==> src/rtl/block_table_pkg.sv <==
// block_table_pkg
// Shared types and constants for the block sprite register table.
//   - block_entry_t : packed entry {bypass, color, y, x}, bit-identical to
//                     the low 26 bits of the bus word
//   - field LSB/width constants, control/status addresses, control bits
//   - helpers converting between bus words and entries
package block_table_pkg;

  localparam int NUM_BLOCKS = 15;
  localparam int COORD_W    = 11;
  localparam int COLOR_W    = 3;

  localparam int X_LSB      = 0;
  localparam int Y_LSB      = 11;
  localparam int COLOR_LSB  = 22;
  localparam int BYPASS_BIT = 25;
  localparam int ENTRY_W    = 26;

  localparam logic [4:0] ADDR_LAST_ENTRY = 5'd14;
  localparam logic [4:0] ADDR_CTRL       = 5'd16;
  localparam logic [4:0] ADDR_STAT       = 5'd17;

  localparam int CTRL_COMMIT_BIT = 0;
  localparam int CTRL_CLEAR_BIT  = 1;

  typedef struct packed {
    logic               bypass;
    logic [COLOR_W-1:0] color;
    logic [COORD_W-1:0] y;
    logic [COORD_W-1:0] x;
  } block_entry_t;

  // Reset value of every entry: parked at the origin and hidden.
  localparam block_entry_t ENTRY_RESET = '{bypass: 1'b1, color: 3'd0, y: 11'd0, x: 11'd0};

  // Bus word to entry; bits [31:26] are dropped.
  function automatic block_entry_t word_to_entry(input logic [31:0] word);
    return block_entry_t'(word[ENTRY_W-1:0]);
  endfunction

  // Entry to bus word; unused upper bits read as zero.
  function automatic logic [31:0] entry_to_word(input block_entry_t entry);
    return {6'd0, entry};
  endfunction

endpackage

==> src/rtl/block_entry_reg.sv <==
// block_entry_reg
// One shadow/active register pair for a single block sprite.
// Ports:
//   clk, reset_n : clock, asynchronous active-low reset
//   we           : load shadow from wdata
//   clr          : force shadow bypass to 1 (coordinates/colour kept)
//   load         : copy shadow into active (sees the pre-write shadow)
//   wdata        : new shadow contents
//   shadow       : shadow register (bus-visible copy)
//   active       : active register (renderer-visible copy)
module block_entry_reg
  import block_table_pkg::*;
(
  input  logic         clk,
  input  logic         reset_n,
  input  logic         we,
  input  logic         clr,
  input  logic         load,
  input  block_entry_t wdata,
  output block_entry_t shadow,
  output block_entry_t active
);

  // Shadow copy: bus writes take priority over the global clear (the two
  // come from different addresses and never coincide).
  always_ff @(posedge clk or negedge reset_n) begin
    if (!reset_n) begin
      shadow <= ENTRY_RESET;
    end else if (we) begin
      shadow <= wdata;
    end else if (clr) begin
      shadow.bypass <= 1'b1;
    end else begin
      shadow <= shadow;
    end
  end

  // Active copy: loaded from the current (pre-write) shadow on commit.
  always_ff @(posedge clk or negedge reset_n) begin
    if (!reset_n) begin
      active <= ENTRY_RESET;
    end else if (load) begin
      active <= shadow;
    end else begin
      active <= active;
    end
  end

endmodule

==> src/rtl/block_table.sv <==
// block_table
// Register-mapped store for the on-screen block sprites. Software edits a
// shadow set over the bus; a commit request copies the whole shadow set to
// the active set on the next frame_start, so the renderer never sees a
// partially updated playfield.
// Ports:
//   clk, reset_n    : clock, asynchronous active-low reset
//   cs, write, addr : bus select, write strobe, 5-bit word address
//   wr_data         : bus write data
//   rd_data         : registered read data (updates only when cs=1)
//   frame_start     : one-cycle pulse at start of vertical blanking
//   xs, ys, color   : active per-block origin and colour
//   block_bypass    : active per-block hide flags (1 = not drawn)
//   commit_pending  : commit requested, not yet applied
module block_table
  import block_table_pkg::*;
(
  input  logic                               clk,
  input  logic                               reset_n,
  input  logic                               cs,
  input  logic                               write,
  input  logic [4:0]                         addr,
  input  logic [31:0]                        wr_data,
  output logic [31:0]                        rd_data,
  input  logic                               frame_start,
  output logic [NUM_BLOCKS-1:0][COORD_W-1:0] xs,
  output logic [NUM_BLOCKS-1:0][COORD_W-1:0] ys,
  output logic [NUM_BLOCKS-1:0][COLOR_W-1:0] color,
  output logic [NUM_BLOCKS-1:0]              block_bypass,
  output logic                               commit_pending
);

  logic                  bus_wr;
  logic                  ctrl_wr;
  logic                  clear_all;
  logic                  commit_fire;
  logic [NUM_BLOCKS-1:0] entry_we;
  block_entry_t          wr_entry;
  block_entry_t [NUM_BLOCKS-1:0] shadow;
  block_entry_t [NUM_BLOCKS-1:0] active;

  logic        pending_r;
  logic [7:0]  frame_count_r;
  logic [7:0]  commit_count_r;
  logic [31:0] rd_next;

  assign bus_wr      = cs && write;
  assign ctrl_wr     = bus_wr && (addr == ADDR_CTRL);
  assign clear_all   = ctrl_wr && wr_data[CTRL_CLEAR_BIT];
  // Uses the registered pending flag, so a request arriving with this
  // frame_start is not seen until the next one.
  assign commit_fire = frame_start && pending_r;
  assign wr_entry    = word_to_entry(wr_data);

  for (genvar i = 0; i < NUM_BLOCKS; i++) begin : g_entry
    assign entry_we[i] = bus_wr && (addr == 5'(i));

    block_entry_reg u_entry (
      .clk     (clk),
      .reset_n (reset_n),
      .we      (entry_we[i]),
      .clr     (clear_all),
      .load    (commit_fire),
      .wdata   (wr_entry),
      .shadow  (shadow[i]),
      .active  (active[i])
    );

    assign xs[i]           = active[i].x;
    assign ys[i]           = active[i].y;
    assign color[i]        = active[i].color;
    assign block_bypass[i] = active[i].bypass;
  end

  assign commit_pending = pending_r;

  // Pending flag: a new request wins over the clear from a commit in the
  // same cycle, which re-arms it for the following frame.
  always_ff @(posedge clk or negedge reset_n) begin
    if (!reset_n) begin
      pending_r <= 1'b0;
    end else if (ctrl_wr && wr_data[CTRL_COMMIT_BIT]) begin
      pending_r <= 1'b1;
    end else if (commit_fire) begin
      pending_r <= 1'b0;
    end else begin
      pending_r <= pending_r;
    end
  end

  // Frame and commit counters, both free-running 8-bit wrapping.
  always_ff @(posedge clk or negedge reset_n) begin
    if (!reset_n) begin
      frame_count_r  <= 8'd0;
      commit_count_r <= 8'd0;
    end else begin
      frame_count_r  <= frame_start ? frame_count_r + 8'd1 : frame_count_r;
      commit_count_r <= commit_fire ? commit_count_r + 8'd1 : commit_count_r;
    end
  end

  // Read mux over shadow entries, control and status words.
  always_comb begin
    rd_next = 32'd0;
    if (addr <= ADDR_LAST_ENTRY) begin
      rd_next = entry_to_word(shadow[addr[3:0]]);
    end else begin
      case (addr)
        ADDR_CTRL: rd_next = {31'd0, pending_r};
        ADDR_STAT: rd_next = {16'd0, commit_count_r, frame_count_r};
        default:   rd_next = 32'd0;
      endcase
    end
  end

  // Read data register; holds its value while not selected.
  always_ff @(posedge clk or negedge reset_n) begin
    if (!reset_n) begin
      rd_data <= 32'd0;
    end else if (cs) begin
      rd_data <= rd_next;
    end else begin
      rd_data <= rd_data;
    end
  end

endmodule
==> config.mk <==
export PLATFORM = sky130hd
export DESIGN_NAME = block_table
export DESIGN_NICKNAME = d
export VERILOG_FILES = /design/src/rtl/block_table_pkg.sv /design/src/rtl/block_entry_reg.sv /design/src/rtl/block_table.sv
export SDC_FILE = /design/constraint.sdc
export NUM_CORES = 1
export LEC_CHECK = 0
export ABC_AREA = 0
export ABC_CLOCK_PERIOD_IN_PS = 1690
export BUFFER_PORTS_ARGS = -buffer_cell sky130_fd_sc_hd__buf_2
export CORE_MARGIN = 4
export CORE_UTILIZATION = 47
export DETAILED_ROUTE_END_ITERATION = 6
export HOLD_SLACK_MARGIN = 0.15
export PLACE_DENSITY = 0.76
export SYNTH_ARGS = -nofsm -noshare
export SYNTH_HDL_FRONTEND = slang
export SYNTH_HIERARCHICAL = 1
export SYNTH_SLANG_ARGS = --single-unit
==> constraint.sdc <==
create_clock -name clk -period 1.69 [get_ports clk]
set_input_delay 0.169 -clock clk [delete_from_list [all_inputs] [get_ports clk]]
set_output_delay 0.169 -clock clk [all_outputs]
set_load 0.005 [all_outputs]
==> results.json, run 1 <==
{
  "synthCells": 2146,
  "cpPeakStageDelay_ps": 380,
  "powerDensity_mw_per_mm2": 1104,
  "h-tree-depth": 3,
  "skew_ps": 23.67,
  "synthDistinctLibCells": 48,
  "nets": 2769,
  "wl_mm": 106.4,
  "clock_sink_count": 823,
  "layout_setup_ws_ps": 28.29,
  "clockRootBuffer": "clkbuf_16",
  "tritoncts": "done",
  "cp_max_fo": 37,
  "instances_no_fill": 3833,
  "start_kind": "flop",
  "crit_chain": "nand2_2, clkinvlp_4, buf_12, buf_12, buf_16, mux2_2",
  "synthMuxAreaShare_pct": 35.12,
  "ff2ff_setup_slack_ps": 30,
  "clk_pin_slew_ps": 60,
  "port_buffers": 452,
  "yosys_warnings": 6,
  "synth_top_cell_area_share_pct": 53.28,
  "rsz0062_at_grt": "true",
  "die_area_mm2": 0.08382,
  "ys_ff_latch": 823,
  "finalHoldViolations": 0,
  "start_util_pct": 47.77,
  "row_count": 102,
  "worst_path_most_repeated_cell": "buf_12",
  "slew_violations": 0,
  "synth_area_leaders": "dfrtp_1, mux2_4, mux2_2, mux4_2, buf_12",
  "pre_cts_ws_ps": -387.7,
  "fin_util_pct": 56.93,
  "grt_pass1_vias": 23080,
  "synth-simple-area-share_pct": 1.995,
  "drtIter0Drc": 1528,
  "drv_cap": 0,
  "final_layout_size_suffix_gt1_share_pct": 59.61,
  "grt_max_degree": 116,
  "cp-end-kind": "flop",
  "cellLeakagePower_nw": 22.05,
  "synth_top_family_by_area": "multiplexers",
  "antenna_found_initial": 2,
  "required_ps": 2200,
  "syn_area_mm2": 0.03725,
  "synthAdderAreaFrac_pct": 0.06718,
  "diodes": 0,
  "worstSetupPathType": "flop to flop",
  "synth_xor_area_share_pct": 0.3292,
  "area_growth_pct": 19.18,
  "max-slew-margin-rel_pct": 57.96,
  "crit_buf_inv": 4,
  "vdd_ir_drop_max_v": 0.0007555,
  "placed_cells": 3633,
  "gp_congestion": 0.8586,
  "fin_total_pwr_mw": 48.99,
  "yosysTopAreaCell": "dfrtp_1",
  "hold_path_class": "input port to flop",
  "worst_ep_arrival_time_ps": 2180,
  "min_period_ps": 1662,
  "finalCritPeriodShare_pct": 98.33,
  "overflow": 0,
  "vias": 21280,
  "clock_path_buffers": 3,
  "crit_family": "buffers and inverters",
  "finalSetupViolations": 0,
  "setup_tns_ps": 0,
  "clk_latency_ps": 650,
  "synth-compound-area-share_pct": 1.777,
  "grt_pass1_wl_mm": 156.4,
  "yosysSeqAreaShare_pct": 55.39,
  "routedWlPerCell_um": 27.76,
  "tightest_slew_ps": 630.5,
  "die_h_um": 289.5,
  "postSynthAreaPerCell_um2": 17.36,
  "numCtsBuffers": 89,
  "status": "complete, no violations",
  "coreArea_mm2": 0.07798,
  "firstDrtPassIters": 5,
  "routed_via_density": 5.551,
  "ioPinCount": 465,
  "cp_slowest_cell": "mux2_2",
  "hpwl_mm": 74.55,
  "track_usage_pct": 25.05,
  "drc": 0,
  "timing.fmax_mhz": 601.8,
  "die_w_um": 289.5,
  "antenna_left": 0
}
-- report_power, final --
| part | total [mW] | switching (mW) | internal [mW] |
|---|---|---|---|
| registers | 23.2 | 1.70 | 21.5 |
| logic | 5.51 | 2.30 | 3.21 |
| clock network | 20.2 | 8.22 | 12.0 |
-- layer usage --
metal	vias up	routed length (um)	global-route usage (%)
li1	8952	-	-
met1	11370	43790	33.02
met2	780	52360	42.14
met3	178	6700	4.722
met4	0	3548	8.233
met5	-	0	0
-- Yosys cell counts (all sizes together) --
master	n
a2111oi	1
a211o	2
a211oi	1
a21oi	14
a221o	1
a221oi	23
a22oi	1
a311oi	1
a31oi	1
a41oi	1
and3	2
and4	1
buf	128
clkbuf	17
clkinv	1
conb	1
dfrtp	793
dfstp	30
ha	2
inv	16
mux2	792
mux2i	27
mux4	77
nand2	30
nand3	10
nand3b	1
nand4	5
nand4b	1
nor2	63
nor2b	18
nor3	1
nor3b	1
o211ai	15
o21ai	19
o221ai	10
o22ai	1
or2	1
or3	23
xnor2	8
xor2	6
-- cells by family (layout without fill, tap and decap cells) --
logic type / count (synthesis) / in the layout
and+or+nand+nor: 157 / 157
other: 1 / 6
DFF: 823 / 823
adders and majority gates: 2 / 2
AOI/OAI and AO/OA: 91 / 91
muxes: 896 / 896
xor gates and xnor gates: 14 / 14
buffers and inverters: 162 / 804
-- layout make-up --
cell class              instances  area, um^2
well taps                    1040        1301
fillers                      5931       33580
repair buffers                628        4534
flip-flops and latches        823       20630
clock inverters                43       520.5
multi-input cells            1166       14790
clock buffers                 116        2541
inverters                      17       68.82
-- path summary, 6_finish.rpt --
check,start,endpoint,cells past startpoint
setup / recovery,commit_pending$_DFFE_PN0P_,g_entry[4].u_entry/active[23]$_DFFE_PN0P_,6
setup reg to reg,commit_pending$_DFFE_PN0P_,g_entry[4].u_entry/active[23]$_DFFE_PN0P_,6
hold / removal,wr_data[12],g_entry[5].u_entry/shadow[12]$_DFFE_PN0P_,2
min in group asynchronous,reset_n,g_entry[8].u_entry/active[0]$_DFFE_PN0P_,3
max in group asynchronous,reset_n,g_entry[14].u_entry/active[10]$_DFFE_PN0P_,3
hold reg to reg,commit_count_r[7]$_DFFE_PN0P_,commit_count_r[7]$_DFFE_PN0P_,1
-- state kept, by name, indices dropped and copies added, names as in the netlist --
| name | cells |
|---|---|
| g_entry.u_entry/active | 390 |
| commit_count_r | 8 |
| frame_count_r | 8 |
| g_entry.u_entry/shadow | 390 |
| commit_pending | 1 |
| rd_data | 26 |
-- cell usage in the layout (no fill, tap or decap), types with 8 or more instances in the layout --
| cell | count |
|---|---|
| xnor2_1 | 8 |
| mux2_4 | 571 |
| buf_2 | 449 |
| bufinv_16 | 9 |
| dfrtp_1 | 793 |
| a221oi_1 | 23 |
| buf_12 | 57 |
| o211ai_1 | 15 |
| dfstp_2 | 30 |
| nand2_1 | 28 |
| clkbuf_8 | 18 |
| nand3_1 | 9 |
| or3_1 | 23 |
| nor2_1 | 46 |
| nor2b_1 | 16 |
| mux2_2 | 221 |
| inv_1 | 15 |
| o21ai_0 | 17 |
| clkbuf_1 | 8 |
| o221ai_1 | 10 |
| mux4_2 | 73 |
| clkinv_2 | 19 |
| nor2_4 | 15 |
| mux2i_1 | 27 |
| clkbuf_16 | 92 |
| buf_4 | 77 |
| dlygate4sd3_1 | 36 |
| a21oi_1 | 14 |
-- metrics by stage --
step / hold slack (ps) / instance area [um^2]
final: 197.7 / 44390
after global routing: 178.4 / 44390
after CTS: 92.30 / 44300
after detailed placement: 59.24 / 40840
after global placement: 61.65 / 40840
after floorplan: -126.6 / 37310
-- timing repair --
item / CTS / global route
cloned: 1 / 1
setup buffers: 0 / 3
endpoints found under the hold margin: 1180 / 1
hold buffers: 35 / 1
pin swaps: 0 / 1
resized for setup: 2 / 5
endpoints found under the setup margin: 96 / 328
(Power assumes the default switching activity.)
==> inputs of run 2 (changes only) <==
--- a/config.mk
+++ b/config.mk
@@ -8,11 +8,13 @@
 export ABC_AREA = 0
 export ABC_CLOCK_PERIOD_IN_PS = 1690
 export BUFFER_PORTS_ARGS = -buffer_cell sky130_fd_sc_hd__buf_2
+export CELL_PAD_IN_SITES_DETAIL_PLACEMENT = 1
+export CELL_PAD_IN_SITES_GLOBAL_PLACEMENT = 1
 export CORE_MARGIN = 4
-export CORE_UTILIZATION = 47
+export CORE_UTILIZATION = 45
 export DETAILED_ROUTE_END_ITERATION = 6
 export HOLD_SLACK_MARGIN = 0.15
-export PLACE_DENSITY = 0.76
+export PLACE_DENSITY = 0.84
 export SYNTH_ARGS = -nofsm -noshare
 export SYNTH_HDL_FRONTEND = slang
 export SYNTH_HIERARCHICAL = 1
==> run 2 against run 1 <==
Against the previous run: the flow now finishes with violations (setup timing); die area is 4.3% higher; cell area up 0.66%; global-route usage up 2.1 points; combinational power up 4.5%; worst hold slack worse by 19 ps; sequential share of layout area decreased by 0.30 points; critical endpoint is now g_entry[1].u_entry/active[21]$_DFFE_PN0P_; largest power group unchanged.
==> results.json, run 2 (synthesis results as in run 1) <==
{
  "finalCritPeriodShare_pct": 100.9,
  "firstDrtPassIters": 5,
  "hold_slack_ps": 178.8,
  "row_count": 105,
  "vias": 21910,
  "slew_violations": 0,
  "tritoncts": "done",
  "timing.fmax_mhz": 586.4,
  "clockRootBuffer": "clkbuf_16",
  "layout_setup_ws_ps": -15.33,
  "gp_congestion": 0.8718,
  "track_usage_pct": 27.20,
  "reg2regPathDepth": 6,
  "hpwl_mm": 83.80,
  "worst_path_most_repeated_cell": "buf_12",
  "routedWlPerCell_um": 31.03,
  "grt_pass1_vias": 24640,
  "max-slew-margin-rel_pct": 44.47,
  "clk_latency_ps": 650,
  "die_w_um": 295.7,
  "port_buffers": 452,
  "skew_ps": 30.37,
  "final_layout_size_suffix_gt1_share_pct": 60.05,
  "finalInstanceArea_mm2": 0.04469,
  "reg.largest.list": "g_entry.u_entry/active x390, g_entry.u_entry/shadow x390, rd_data x26",
  "rsz0062_at_grt": "true",
  "overflow": 0,
  "worstSetupPathType": "flop to flop",
  "worst_ep_arrival_time_ps": 2210,
  "cellLeakagePower_nw": 22.22,
  "cp_slowest_cell": "dfrtp_1",
  "grt_pass1_wl_mm": 175.2,
  "placed_cells": 3692,
  "grt_max_degree": 90,
  "most-common-layout-cells": "dfrtp_1, mux2_4, buf_2, mux2_2, buf_4",
  "nets": 2795,
  "area_growth_pct": 19.97,
  "cp_max_fo": 33,
  "status": "finished, violations left",
  "violations": "setup timing",
  "fin_total_pwr_mw": 50.24,
  "final_common_cell": "dfrtp_1",
  "finalHoldViolations": 0,
  "powerDensity_mw_per_mm2": 1124,
  "die_h_um": 295.7,
  "cp-endpoint": "g_entry[1].u_entry/active[21]$_DFFE_PN0P_",
  "crit_chain": "nand2_4, clkinvlp_4, buf_12, buf_16, buf_12, mux2_2",
  "coreArea_mm2": 0.08211,
  "drc": 0,
  "start_kind": "flop",
  "finalSetupViolations": 21,
  "min_period_ps": 1705,
  "clock_path_buffers": 3,
  "timing.rr.start": "commit_pending$_DFFE_PN0P_",
  "cp-end-kind": "flop",
  "clock_sink_count": 823,
  "instances_no_fill": 3900,
  "drv_cap": 0,
  "clk_pin_slew_ps": 60,
  "antenna_found_initial": 6,
  "place_area_mm2": 0.04104,
  "r2r_end": "g_entry[1].u_entry/active[21]$_DFFE_PN0P_",
  "routed_via_density": 5.617,
  "start_util_pct": 45.36,
  "cp-startpoint": "commit_pending$_DFFE_PN0P_",
  "wl_mm": 121.0,
  "numCtsBuffers": 90,
  "ioPinCount": 465,
  "hold_path_class": "input port to flop",
  "fin_util_pct": 54.42,
  "required_ps": 2200,
  "antenna_left": 0,
  "h-tree-depth": 3,
  "vdd_ir_drop_max_v": 0.0008134,
  "cpPeakStageDelay_ps": 410,
  "tightest_slew_ps": 831.2,
  "die_area_mm2": 0.08744,
  "drtIter0Drc": 1438,
  "ff2ff_setup_slack_ps": -20
}
-- run 2: area by class of cell --
cell class | count | area (um^2)
multi-input combinational | 1166 | 14810
tap | 1070 | 1339
timing repair buffer | 653 | 4674
clock inverter | 51 | 681.9
clock buffer | 116 | 2471
inverter | 17 | 67.56
fill | 7693 | 37420
sequential | 823 | 20630
antenna | 4 | 10.01
-- run 2: stage by stage --
| step | setup slack [ps] | setup TNS [ps] |
|---|---|---|
| 2_1_floorplan | -62.40 | -6381 |
| 3_3_place_gp | -620.5 | -71760 |
| 3_5_place_dp | -741.9 | -94020 |
| 4_1_cts | -30.38 | -311.5 |
| 5_1_grt | -37.70 | -1696 |
| 6_report | -15.33 | -112.6 |
-- run 2: worst min-delay path by stage --
| stage | startpoint | to | slack, ps | cells past startpoint |
|---|---|---|---|---|
| detailed placement | reset_n | g_entry[10].u_entry/shadow[13]$_DFFE_PN0P_ | 130 | 1 |
| finish | wr_data[10] | g_entry[14].u_entry/shadow[10]$_DFFE_PN0P_ | 180 | 2 |
| floorplan | reset_n | commit_count_r[0]$_DFFE_PN0P_ | -130 | 0 |
| global route | wr_data[10] | g_entry[13].u_entry/shadow[10]$_DFFE_PN0P_ | 170 | 2 |
| global placement | reset_n | g_entry[10].u_entry/shadow[13]$_DFFE_PN0P_ | 130 | 1 |
| CTS | addr[4] | rd_data[1]$_DFFE_PN0P_ | 160 | 5 |
-- run 2: power breakdown --
| part | total [mW] | switching, mW | internal, mW | leakage, nW |
|---|---|---|---|---|
| Sequential | 23.4 | 1.82 | 21.5 | 11.1 |
| Combinational | 5.76 | 2.55 | 3.22 | 9.58 |
| Clock | 21.1 | 8.56 | 12.6 | 1.56 |
-- run 2: critical path: cells and delay by family (launching register included) --
kind                   cells  cell delay [ps]
DFF                        1              410
muxes                      1              370
and+or+nand+nor            1              100
buffers and inverters      4              640
-- run 2: metal layers --
layer | global-route usage, % | vias up | share of wire, %
met5 | 0 | - | 0
met4 | 11.16 | 0 | 4.2
met3 | 5.497 | 205 | 6.1
met2 | 47.63 | 796 | 51
met1 | 32.98 | 11900 | 38
li1 | - | 9005 | -
-- run 2: repair_timing --
| item | in CTS | in global routing |
|---|---|---|
| pin swaps | 0 | 2 |
| resized for setup | 1 | 11 |
| setup buffers | 0 | 4 |
| endpoints found under the setup margin | 23 | 221 |
| hold endpoints to repair | 1115 | 0 |
| hold buffers | 30 | 0 |
| cloned | 0 | 3 |
